**config.mk**
```make
export PLATFORM = sky130hd
export DESIGN_NAME = rf_wb_arbiter
export DESIGN_NICKNAME = d
export VERILOG_FILES = /design/src/rtl/rf_wb_arbiter.sv
export SDC_FILE = /design/constraint.sdc
export NUM_CORES = 1
export LEC_CHECK = 0
export CORE_ASPECT_RATIO = 0.6
export CORE_MARGIN = 4
export CORE_UTILIZATION = 43
export DETAILED_ROUTE_END_ITERATION = 8
export PLACE_DENSITY = 0.93
export SLEW_MARGIN = 5
export SYNTH_ARGS = -nofsm -noshare
export SYNTH_HDL_FRONTEND = slang
export SYNTH_SLANG_ARGS = --single-unit
```
**constraint.sdc**
```tcl
create_clock -name clk -period 3.6 [get_ports clk]
set_clock_uncertainty 0.1 [all_clocks]
set_input_delay 0.72 -clock clk [delete_from_list [all_inputs] [get_ports clk]]
set_output_delay 0.72 -clock clk [all_outputs]
set_load 0.05 [all_outputs]
```
**src/rtl/rf_wb_arbiter.sv**
```systemverilog
// Register-file writeback arbiter: round-robin over NUM_REQ requesters, a registered
// write stage and a 32-entry pending-write scoreboard. Build option: RF_ARB_FIXED_PRIO_EN.
`timescale 1ns/1ps

module rf_wb_arbiter #(
    parameter int unsigned NUM_REQ = 3,
    parameter int unsigned DATA_W  = 32
) (
    input  logic                      clk,
    input  logic                      rst,
    input  logic [NUM_REQ-1:0]        req_valid,
    input  logic [5*NUM_REQ-1:0]      req_rd,
    input  logic [DATA_W*NUM_REQ-1:0] req_data,
    output logic [NUM_REQ-1:0]        req_ready,
    input  logic                      alloc_valid,
    input  logic [4:0]                alloc_rd,
    input  logic [4:0]                rs1,
    input  logic [4:0]                rs2,
    output logic                      rs1_busy,
    output logic                      rs2_busy,
    output logic                      rf_write_enable,
    output logic [4:0]                rf_rd,
    output logic [DATA_W-1:0]         rf_write_data
);

    localparam int unsigned RD_W     = 5;
    localparam int unsigned NUM_REGS = 32;
`ifndef RF_ARB_FIXED_PRIO_EN
    localparam int unsigned PTR_W    = (NUM_REQ > 1) ? $clog2(NUM_REQ) : 1;
`endif

    logic [NUM_REQ-1:0]  grant_c;
    logic                xfer_c;
    logic [RD_W-1:0]     win_rd_c;
    logic [DATA_W-1:0]   win_data_c;

    logic                rf_write_enable_q, rf_write_enable_d;
    logic [RD_W-1:0]     rf_rd_q, rf_rd_d;
    logic [DATA_W-1:0]   rf_write_data_q, rf_write_data_d;
    logic [NUM_REGS-1:0] busy_q, busy_d;

`ifndef RF_ARB_FIXED_PRIO_EN
    logic [PTR_W-1:0]    ptr_q, ptr_d;
    logic [PTR_W-1:0]    win_idx_c;
`endif

    // Grant search: rotating from ptr+1 (round-robin) or from index 0 (fixed priority).
    always_comb begin : arb_comb
        int   idx;
        logic found;
        grant_c = '0;
        found   = 1'b0;
        idx     = 0;
        for (int k = 0; k < int'(NUM_REQ); k++) begin
`ifdef RF_ARB_FIXED_PRIO_EN
            idx = k;
`else
            idx = (int'(ptr_q) + 1 + k) % int'(NUM_REQ);
`endif
            for (int i = 0; i < int'(NUM_REQ); i++) begin
                if (!found && (i == idx) && req_valid[i]) begin
                    grant_c[i] = 1'b1;
                    found      = 1'b1;
                end
            end
        end
        if (!rst) begin
            grant_c = '0;
        end
    end

    assign req_ready = grant_c;

    // Winner payload mux.
    always_comb begin : win_mux
        xfer_c     = |grant_c;
        win_rd_c   = '0;
        win_data_c = '0;
`ifndef RF_ARB_FIXED_PRIO_EN
        win_idx_c  = ptr_q;
`endif
        for (int i = 0; i < int'(NUM_REQ); i++) begin
            if (grant_c[i]) begin
                win_rd_c   = req_rd[i*RD_W +: RD_W];
                win_data_c = req_data[i*DATA_W +: DATA_W];
`ifndef RF_ARB_FIXED_PRIO_EN
                win_idx_c  = PTR_W'(i);
`endif
            end
        end
    end

    // Next state: write stage, scoreboard (set beats clear), pointer.
    always_comb begin : next_comb
        rf_write_enable_d = xfer_c && (win_rd_c != '0);
        rf_rd_d           = rf_rd_q;
        rf_write_data_d   = rf_write_data_q;
        if (rf_write_enable_d) begin
            rf_rd_d         = win_rd_c;
            rf_write_data_d = win_data_c;
        end

        busy_d = busy_q;
        if (rf_write_enable_q) begin
            busy_d[rf_rd_q] = 1'b0;
        end
        if (alloc_valid && (alloc_rd != '0)) begin
            busy_d[alloc_rd] = 1'b1;
        end
        busy_d[0] = 1'b0;

`ifndef RF_ARB_FIXED_PRIO_EN
        ptr_d = xfer_c ? win_idx_c : ptr_q;
`endif
    end

    always_ff @(posedge clk) begin
        if (!rst) begin
            rf_write_enable_q <= 1'b0;
            rf_rd_q           <= '0;
            rf_write_data_q   <= '0;
            busy_q            <= '0;
`ifndef RF_ARB_FIXED_PRIO_EN
            ptr_q             <= PTR_W'(NUM_REQ - 1);
`endif
        end else begin
            rf_write_enable_q <= rf_write_enable_d;
            rf_rd_q           <= rf_rd_d;
            rf_write_data_q   <= rf_write_data_d;
            busy_q            <= busy_d;
`ifndef RF_ARB_FIXED_PRIO_EN
            ptr_q             <= ptr_d;
`endif
        end
    end

    assign rf_write_enable = rf_write_enable_q;
    assign rf_rd           = rf_rd_q;
    assign rf_write_data   = rf_write_data_q;
    assign rs1_busy        = busy_q[rs1];
    assign rs2_busy        = busy_q[rs2];

endmodule
```
## Word-level counts from Yosys, hierarchy flattened

Cells that the tools add are included.

| storage, ports and cells | value |
|---|---|
| output and inout bits | 43 |
| word-level logic and storage cells | 100 |
| register bits after elaboration | 72 |
| input bits | 132 |

| cells by class | value |
|---|---|
| mux-type cells | 36 |
| bitwise operators | 3 |
| eq/ne operators | 6 |
| div/mod/pow operators | 3 |
| add/subtract/negate cells | 3 |
| magnitude comparators | 6 |
| reductions and logical operators | 37 |

Operators by type and width:

| cell | number |
|---|---|
| two-way mux 32 bit | 5 |
| equality test 2 x 32 -> 1 bit, first input constant | 3 |
| equality test 3 x 32 -> 1 bit, first input constant | 3 |
| logical NOT 32 bit | 3 |
| modulo 32 x 3 -> 32 bit, second input constant | 3 |
| adder 32 x 2 -> 32 bit, second input constant | 1 |
| AND 32 bit | 1 |
| NOT 32 bit | 1 |
| bitwise OR 32 bit | 1 |
| less-than comparator 5 x 6 -> 1 bit, second input constant | 4 |
| logical AND 1 bit | 21 |
| two-way mux 1 bit | 20 |
| two-way mux 5 bit | 3 |
| binary-select mux 1 bit (select 5 bit) | 2 |
| demux 1 bit (select 5 bit) | 2 |
| greater-or-equal comparator 5 x 1 -> 1 bit, second input constant | 2 |
| nonzero test 5 bit | 2 |
| logical NOT 1 bit | 8 |
| two-way mux 2 bit | 3 |
| adder 3 x 2 -> 4 bit, second input constant | 1 |
| adder 2 x 1 -> 3 bit, second input constant | 1 |
| two-way mux 3 bit | 1 |
| nonzero test 3 bit | 1 |
| OR reduction 3 bit | 1 |
| AND reduction 2 bit | 1 |

## Depth between registers and ports, before layout

Gate-level depths: netlist of the first run.

| logic depth | value |
|---|---|
| depth after elaboration | 43 |
| mapped depth | 13 |
| mapped depth without buffers | 9 |

## Least setup slack after synthesis of the first run

Ideal clock, no wire load.

| timing | value |
|---|---|
| kind | in2out |
| from | in rs1[0] |
| to | out rs1_busy |
| arrival | 2.525 ns |
| data required time | 2.780 ns |
| slack | 0.255 ns |
| buffers on the path | 1 |
| cell stages on the path | 4 |
| cell sequence | clkbuf_1 > mux4_2 > mux4_2 > mux2_2 |

| on the way | value |
|---|---|
| longest elaborated chain between the ends | 2 |

Ends and longest elaborated chain:

| element | RTL line | text |
|---|---|---|
| start: declaration | 17 | `input logic [4:0] rs1,` |
| binary-select mux 1 bit (select 5 bit) | 140 | `assign rs1_busy = busy_q[rs1];` |
| two-way mux 1 bit (not written as such) | 140 |  |
| end: declaration | 19 | `output logic rs1_busy,` |

Every way passes these cells. The select of a mux whose other input is x is not followed.

## Worst setup path after layout of the first run

| timing | value |
|---|---|
| from | in req_valid[0] |
| to | out req_ready[1] |

| on the way | value |
|---|---|
| longest elaborated chain between the ends | 31 |
| elaborated cells between the ends (all ways) | 33 |
| those cells by class | mux (11); reduce/logical (22) |

Ends and longest elaborated chain:

| element | RTL line | text |
|---|---|---|
| start: declaration | 11 | `input logic [NUM_REQ-1:0] req_valid,` |
| logical AND 1 bit | 61 | `if (!found && (i == idx) && req_valid[i]) begin` |
| two-way mux 1 bit | 61 |  |
| logical NOT 1 bit | 61 |  |
| logical AND 1 bit (2 in a row) | 61 |  |
| two-way mux 1 bit | 61 |  |
| logical NOT 1 bit | 61 |  |
| logical AND 1 bit (2 in a row) | 61 |  |
| two-way mux 1 bit | 61 |  |
| (+11 left out) | n/a |  |
| two-way mux 1 bit | 61 |  |
| logical NOT 1 bit | 61 |  |
| logical AND 1 bit (2 in a row) | 61 |  |
| two-way mux 1 bit | 61 |  |
| logical NOT 1 bit | 61 |  |
| logical AND 1 bit (2 in a row) | 61 |  |
| two-way mux 1 bit (*) | 61 |  |
| two-way mux 3 bit (*) | 67 | `if (!rst) begin` |
| end: declaration | 14 | `output logic [NUM_REQ-1:0] req_ready,` |

Mark *: on every way between the ends. The rest lies on a longest branch, timed or not.

==> results.sh, run 1 <==
export IMPL_status="finished, final reports clean"
export IMPL_grt_max_degree=66
export IMPL_post_route_util=0.708
export IMPL_synth_area_leaders="dfxtp_1, mux4_2, o21ai_0, a222oi_1, a21oi_1"
export IMPL_clockBufferDepth=2
export IMPL_row_count=26
export IMPL_grt_pass1_wl_mm=23.8
export IMPL_slew_headroom=0.422
export IMPL_drive_gt1_frac=0.171
export IMPL_tightest_slew_ps=867
export IMPL_drt_iter0_drc=559
export IMPL_avgRoutedWirePerCell_um=21.1
export IMPL_synth_edf_count=0
export IMPL_drcViolationCount=0
export IMPL_ys_top_cells_by_count="dfxtp_1, o21ai_0, nand2_1, a21oi_1"
export IMPL_grtUsageTotal=0.269
export IMPL_initial_core_util=0.457
export IMPL_gp_congestion=0.987
export IMPL_critPathKind="input pin to output port"
export IMPL_cts_resized=7
export IMPL_synth_top_area_cell="dfxtp_1"
export IMPL_crit_path_start="req_valid[0]"
export IMPL_min_period_ps=3530
export IMPL_drv_cap=0
export IMPL_drv_slew=0
export IMPL_ys_types=52
export IMPL_area_growth_pct=54.9
export IMPL_cp_start_kind="input pin"
export IMPL_ctsHoldBuffers=0
export IMPL_synth_top_flop_cell="dfxtp_1"
export IMPL_worstPathArrival_ps=2710
export IMPL_vias=4471
export IMPL_die_area_um2=11000
export IMPL_cp_required_ps=2780
export IMPL_ir_drop_v=0.000384
export IMPL_fill_cells=639
export IMPL_port_buffers=174
export IMPL_cts_tree="yes"
export IMPL_nets=737
export IMPL_synthCells=437
export IMPL_ios=175
export IMPL_ys_ff_latch=71
export IMPL_cp_slowest_cell="nor2_1"
export IMPL_clock_latency_ps=330
export IMPL_grt_pass1_vias=4431
export IMPL_yosysWarnings=0
export IMPL_core_area_um2=8780
export IMPL_final_antenna_net_count=0
export IMPL_clock_fmax_mhz=284
export IMPL_path_buf_inv=2
export IMPL_netlist_area_leader_share=0.354
export IMPL_syn_nets=571
export IMPL_post_route_period_util=0.980
export IMPL_clk_pin_slew_ps=50
export IMPL_yosysSeqAreaShare=0.354
export IMPL_synth_most_common_cell="dfxtp_1"
export IMPL_cts_root_buf="clkbuf_16"
export IMPL_setup_viol=0
export IMPL_crit_chain="clkdlybuf4s50_1, nor2b_1, a32oi_1, nor2_1, buf_12"
export IMPL_max_stage_delay_ps=660
export IMPL_fp_dieH_um=82.8
export IMPL_firstDrtPassIters=6
export IMPL_leakage_nw=2.17
export IMPL_vias_per_cell=6.21
export IMPL_hold_viol=0
export IMPL_antenna_found_initial=0
export IMPL_synth_area_per_cell_um2=9.19
export IMPL_cts_sinks=71
export IMPL_syn_area_um2=4010
export IMPL_place_inst=704
export IMPL_rsz0062_at_grt="no"
export IMPL_cp_max_fo=6
export IMPL_grt_overflow=0
export IMPL_final_cells=720
export IMPL_numCtsBuffers=9
export IMPL_hold_start="rf_write_data[9]"
export IMPL_min_path_type="register to register"
export IMPL_htreeDepth=3
export IMPL_diodes=0
export IMPL_routed_wl_mm=15.2
export IMPL_synthArstFlopShare=0
export IMPL_cp_end_kind="output port"
export IMPL_r2r_slack_ps=420
export IMPL_cts_post_setup_buffers_inserted=0
export IMPL_hpwl_mm=11.7
export IMPL_p_per_area_nw_per_um2=622
export IMPL_path_delay_family="simple AND/OR/NAND/NOR gates"
export IMPL_rr_startpoint="ptr_q[0]"
export IMPL_die_w_um=133
==> kinds of logic (layout without fill, tap and decap cells) <==
family                   count (synthesis)  in the layout  share of synthesized area
AO/OA/AOI/OAI                          170            170                      0.293
AND/OR/NAND/NOR                        129            129                      0.176
flip-flops                              71             71                      0.354
buffers and inverters                   42            213                     0.0558
multiplexers                            23             23                      0.115
adder cells (fa/ha/maj)                  2              2                    0.00623
==> layout by cell type, fill, tap and decap left out, drive strengths merged, types with 2 or more instances in the layout <==
cell type and count:
bufinv 3, a221o 12, mux4 18, nor3 5, clkdlybuf4s50 166, nand3b 6, nor3b 4, ha 2
a222oi 20, nor2b 2, o2111ai 2, or3b 2, buf 24, a21oi 36, nand2b 2, inv 5
or2 2, clkbuf 10, nand2 47, dfxtp 71, o21ai 82, and3 4, nand3 36, a31oi 4
clkinv 3, mux2 4, nor2 15, dlygate4sd2 2
==> flip-flops by register name (all words and copies together), names as in the netlist <==
| name | cells |
|---|---|
| busy_q | 31 |
| ptr_q | 2 |
| rf_write_data | 32 |
| rf_write_enable | 1 |
| rf_rd | 5 |
==> cell type report <==
| type | instances | area [um^2] | area share |
|---|---|---|---|
| Tap cell | 112 | 140 | 0.0225 |
| Timing Repair Buffer | 192 | 1930 | 0.310 |
| Multi-Input combinational cell | 324 | 2370 | 0.382 |
| Clock buffer | 10 | 229 | 0.0368 |
| Clock inverter | 6 | 109 | 0.0175 |
| Sequential cell | 71 | 1420 | 0.229 |
| Inverter | 5 | 18.8 | 0.00302 |
==> report_power, final <==
group / internal [mW] / switching [mW] / leakage [nW] / total (mW)
combinational: 0.664 / 1.15 / 1.43 / 1.81
sequential: 0.936 / 0.115 / 0.579 / 1.05
clock: 0.676 / 0.332 / 0.166 / 1.01
==> layer usage <==
metal / part of all wire / vias up / routed length, um / GRT usage
li1: - / 2030 / - / -
met1: 0.40 / 2143 / 6050 / 0.341
met2: 0.48 / 257 / 7280 / 0.434
met3: 0.099 / 41 / 1510 / 0.0912
met4: 0.026 / 0 / 391 / 0.0887
met5: 0 / - / 0 / 0
==> worst paths after layout <==
path                  endpoint  cells after the start
max               req_ready[1]                      5
min           rf_write_data[9]                      2
max reg2reg  rf_write_data[11]                     10
min reg2reg   rf_write_data[9]                      2
==> per-stage QoR <==
stage	instance area [um^2]	TNS [ps]	total power, mW	setup slack, ps	hold slack (ps)
floorplan	4010	0	2.27	255	360
global placement	5860	0	2.80	10.1	346
detailed placement	5860	-70.3	2.85	-49.3	352
CTS	6220	0	3.86	121	360
global route	6220	0	4.02	28.7	378
finish	6220	0	3.87	73.3	360
==> worst reg2reg max path, delay by kind of cell, from the launching register on <==
family / cells / cell delay, ps
AOI/OAI and AO/OA: 4 / 1100
adders and majority gates: 1 / 290
buffers and inverters: 2 / 410
DFF: 1 / 360
and+or+nand+nor: 3 / 860
(Power assumes the default switching activity.)
==> run 2, diff against run 1 <==
- TNS_END_PERCENT: unset -> 10
==> results.sh, run 2 (same netlist as run 1, synthesis figures left out) <==
export IMPL_post_route_period_util=0.982
export IMPL_layout_commonest_cell="clkdlybuf4s50_1"
export IMPL_finalInstanceArea_um2=6220
export IMPL_place_ws_ps=-49.3
export IMPL_holdWs_ps=361
export IMPL_hpwl_mm=11.7
export IMPL_min_path_type="register to register"
export IMPL_tns_ps=0
export IMPL_area_growth_pct=55.0
export IMPL_numCtsBuffers=9
export IMPL_setup_viol=0
export IMPL_port_buffers=174
export IMPL_path_delay_family="simple AND/OR/NAND/NOR gates"
export IMPL_place_inst=704
export IMPL_drt_iter0_drc=528
export IMPL_power_mw=3.87
export IMPL_die_area_um2=11000
export IMPL_drv_slew=0
export IMPL_worstPathArrival_ps=2720
export IMPL_largest_register_ffs=32
export IMPL_die_w_um=133
export IMPL_fp_dieH_um=82.8
export IMPL_nets=737
export IMPL_clockBufferDepth=2
export IMPL_grt_pass1_vias=4423
export IMPL_core_area_um2=8780
export IMPL_gp_congestion=0.987
export IMPL_path_buf_inv=2
export IMPL_vias_per_cell=6.25
export IMPL_r2r_slack_ps=410
export IMPL_clock_latency_ps=330
export IMPL_htreeDepth=3
export IMPL_cp_end_kind="output port"
export IMPL_r2r_end="rf_write_data[11]"
export IMPL_grt_max_degree=66
export IMPL_slew_headroom=0.402
export IMPL_post_route_util=0.708
export IMPL_final_antenna_net_count=0
export IMPL_cp_required_ps=2780
export IMPL_hold_viol=0
export IMPL_critPathKind="input pin to output port"
export IMPL_antenna_found_initial=0
export IMPL_post_dp_cell_area_um2=5860
export IMPL_drive_gt1_frac=0.171
export IMPL_diodes=0
export IMPL_min_period_ps=3540
export IMPL_max_stage_delay_ps=660
export IMPL_cp_max_fo=6
export IMPL_avgRoutedWirePerCell_um=21.1
export IMPL_grtUsageTotal=0.270
export IMPL_fin_ws_ps=64.2
export IMPL_hold_depth=2
export IMPL_rr_startpoint="ptr_q[0]"
export IMPL_ir_drop_v=0.000384
export IMPL_cts_sinks=71
export IMPL_hold_end="rf_write_data[9]"
export IMPL_clock_fmax_mhz=283
export IMPL_drcViolationCount=0
export IMPL_ios=175
export IMPL_firstDrtPassIters=7
export IMPL_p_per_area_nw_per_um2=622
export IMPL_row_count=26
export IMPL_drv_cap=0
export IMPL_final_cells=720
export IMPL_status="finished, final reports clean"
export IMPL_initial_core_util=0.457
export IMPL_clk_pin_slew_ps=50
export IMPL_cts_tree="yes"
export IMPL_grt_overflow=0
export IMPL_reg2reg_depth=10
export IMPL_grt_pass1_wl_mm=23.8
export IMPL_cts_root_buf="clkbuf_16"
export IMPL_crit_chain="clkdlybuf4s50_1, nor2b_1, a32oi_1, nor2_1, buf_12"
export IMPL_leakage_nw=2.18
export IMPL_mostFrequentLayoutCells="clkdlybuf4s50_1, dfxtp_1, o21ai_0"
export IMPL_rsz0062_at_grt="no"
export IMPL_tightest_slew_ps=897
export IMPL_cp_start_kind="input pin"
export IMPL_cts_post_setup_buffers_inserted=0
export IMPL_vias=4502
export IMPL_hold_start="rf_write_data[9]"
export IMPL_routed_wl_mm=15.2
export IMPL_cp_slowest_cell="nor2_1"
## run 2: changes by cell type in the layout (fill, tap and decap cells not counted)
cell / before / now
dlygate4sd2_1: 2 / 1
dlymetal6s2s_1: 0 / 1
## run 2: repair_timing
action / CTS / global route
hold buffers: 0 / 0
setup endpoints to repair: 2 / 1
pin swaps: 0 / 0
gates resized for setup: 4 / 3
## run 2: worst max-delay path by stage
stage / start / to / slack [ps] / cells after the start
after floorplan: rs1[0] / rs1_busy / 260 / 4
after global placement: rs1[0] / rs1_busy / 10 / 6
after detailed placement: rs2[0] / rs2_busy / -50 / 6
after CTS: rs1[0] / rs1_busy / -0.9 / 6
after global routing: req_valid[0] / req_ready[1] / 30 / 5
final: req_valid[0] / req_ready[1] / 60 / 5
## run 2: area by class of cell
type                    count  area [um^2]
clock inverters             6          109
flip-flops and latches     71         1420
inverters                   5         18.8
repair buffers            192         1930
clock buffers              10          229
multi-input cells         324         2370
well taps                 112          140
fillers                   637         2560
## run 2: per-layer routing
layer / part of all wire / vias up / global-route usage
met4: 0.026 / 0 / 0.0887
met2: 0.47 / 261 / 0.434
met5: 0 / - / 0
li1: - / 2031 / -
met3: 0.10 / 43 / 0.0912
met1: 0.40 / 2167 / 0.343
## run 2: tightest hold or removal path, delay by kind of cell (launching register included)
family / cells / cell delay, ps
flip-flops: 1 / 310
AND/OR/NAND/NOR: 1 / 60
AO/OA/AOI/OAI: 1 / 50
## run 2: power breakdown
part | total (mW) | internal, mW | switching (mW)
registers | 1.05 | 0.936 | 0.114
clock network | 1.01 | 0.675 | 0.332
logic | 1.81 | 0.664 | 1.15
==> run 3, diff against run 2 <==
- ABC_AREA: unset -> 0
- RECOVER_POWER: unset -> 100
==> results.sh, run 3 (same netlist as run 1, synthesis figures left out) <==
export IMPL_status="finished, final reports clean"
export IMPL_post_dp_cell_area_um2=5860
export IMPL_worstPathArrival_ps=2750
export IMPL_cts_root_buf="clkbuf_16"
export IMPL_grt_pass1_vias=4423
export IMPL_clock_fmax_mhz=280
export IMPL_fp_dieH_um=82.8
export IMPL_clockBufferDepth=2
export IMPL_hold_viol=0
export IMPL_p_per_area_nw_per_um2=616
export IMPL_crit_chain="dlygate4sd3_1, a21bo_1, o31ai_1, buf_4, nand2_1, inv_1, buf_4"
export IMPL_drive_gt1_frac=0.140
export IMPL_vias_per_cell=6.23
export IMPL_leakage_nw=2.26
export IMPL_ctsHoldBuffers=0
export IMPL_diodes=0
export IMPL_ios=175
export IMPL_min_period_ps=3570
export IMPL_hold_start="rf_write_data[28]"
export IMPL_crit_path_frequent_cell="buf_4"
export IMPL_vias=4484
export IMPL_crit_path_start="req_valid[2]"
export IMPL_area_growth_pct=51.9
export IMPL_gp_congestion=0.987
export IMPL_die_w_um=133
export IMPL_numCtsBuffers=9
export IMPL_cp_end_kind="output port"
export IMPL_layout_commonest_cell="clkdlybuf4s50_1"
export IMPL_largest_register_ffs=32
export IMPL_die_area_um2=11000
export IMPL_nets=737
export IMPL_cp_required_ps=2780
export IMPL_hpwl_mm=11.7
export IMPL_routed_wl_mm=15.2
export IMPL_core_area_um2=8780
export IMPL_finalInstanceArea_um2=6100
export IMPL_drv_slew=0
export IMPL_avgRoutedWirePerCell_um=21.1
export IMPL_drcViolationCount=0
export IMPL_antenna_found_initial=0
export IMPL_rsz0062_at_grt="no"
export IMPL_post_route_period_util=0.990
export IMPL_clk_pin_slew_ps=60
export IMPL_path_buf_inv=4
export IMPL_grt_pass1_wl_mm=23.8
export IMPL_max_stage_delay_ps=610
export IMPL_firstDrtPassIters=6
export IMPL_clock_latency_ps=330
export IMPL_grtUsageTotal=0.270
export IMPL_power_mw=3.76
export IMPL_cp_start_kind="input pin"
export IMPL_r2r_slack_ps=380
export IMPL_tns_ps=0
export IMPL_drt_iter0_drc=582
export IMPL_path_delay_family="buffers and inverters"
export IMPL_initial_core_util=0.457
export IMPL_ir_drop_v=0.000397
export IMPL_tightest_slew_ps=862
export IMPL_mostFrequentLayoutCells="clkdlybuf4s50_1, dfxtp_1, o21ai_0"
export IMPL_drv_cap=0
export IMPL_cts_tree="yes"
export IMPL_final_antenna_net_count=0
export IMPL_row_count=26
export IMPL_cts_sinks=71
export IMPL_setup_viol=0
export IMPL_slew_headroom=0.425
export IMPL_critPathKind="input pin to output port"
export IMPL_cp_max_fo=5
export IMPL_htreeDepth=3
export IMPL_grt_max_degree=66
export IMPL_min_path_type="register to register"
export IMPL_grt_overflow=0
export IMPL_cp_slowest_cell="dlygate4sd3_1"
export IMPL_port_buffers=174
export IMPL_rr_startpoint="ptr_q[0]"
run 3: final cells by class:
type | count | area, um^2
Fill cell | 664 | 2690
Multi-Input combinational cell | 324 | 2290
Timing Repair Buffer | 192 | 1890
Sequential cell | 71 | 1420
Clock buffer | 10 | 229
Tap cell | 112 | 140
Clock inverter | 6 | 109
Inverter | 5 | 18.8
run 3: what timing repair did:
item                       in CTS  in global routing
setup endpoints to repair       2                  1
buffers inserted                0                  0
resized for setup               4                  3
run 3: worst register-to-register path, delay by kind of cell (launching register included):
family	cells	cell delay (ps)
AO/OA/AOI/OAI	4	1190
adder cells (fa/ha/maj)	1	290
buffers and inverters	2	380
flip-flops	1	360
AND/OR/NAND/NOR	3	840
run 3: final timing paths:
| kind | to | cells after the start |
|---|---|---|
| max | req_ready[2] | 7 |
| min | rf_write_data[28] | 2 |
| max reg2reg | rf_write_data[1] | 10 |
| min reg2reg | rf_write_data[28] | 2 |
run 3: where the power goes:
part | internal (mW) | switching [mW]
combinational | 0.594 | 1.12
clock | 0.675 | 0.329
sequential | 0.936 | 0.100
total | 2.21 | 1.55
run 3: metal layers:
metal  part of all wire  vias up  global-route usage  wire length, um
li1                   -     2026                   -                -
met3               0.10       36              0.0912             1530
met1               0.39     2169               0.343             5990
met5                  0        -                   0                0
met4              0.026        0              0.0887              389
met2               0.48      253               0.434             7290
run 3: stage by stage:
stage,utilization,cells,hold slack [ps],setup WS (ps)
after floorplan,-,437,360,255
after global placement,0.668,704,346,10.1
after detailed placement,0.668,704,352,-49.3
after CTS,0.707,720,360,-0.850
after global routing,0.694,720,377,17.8
final,0.694,720,360,34.2
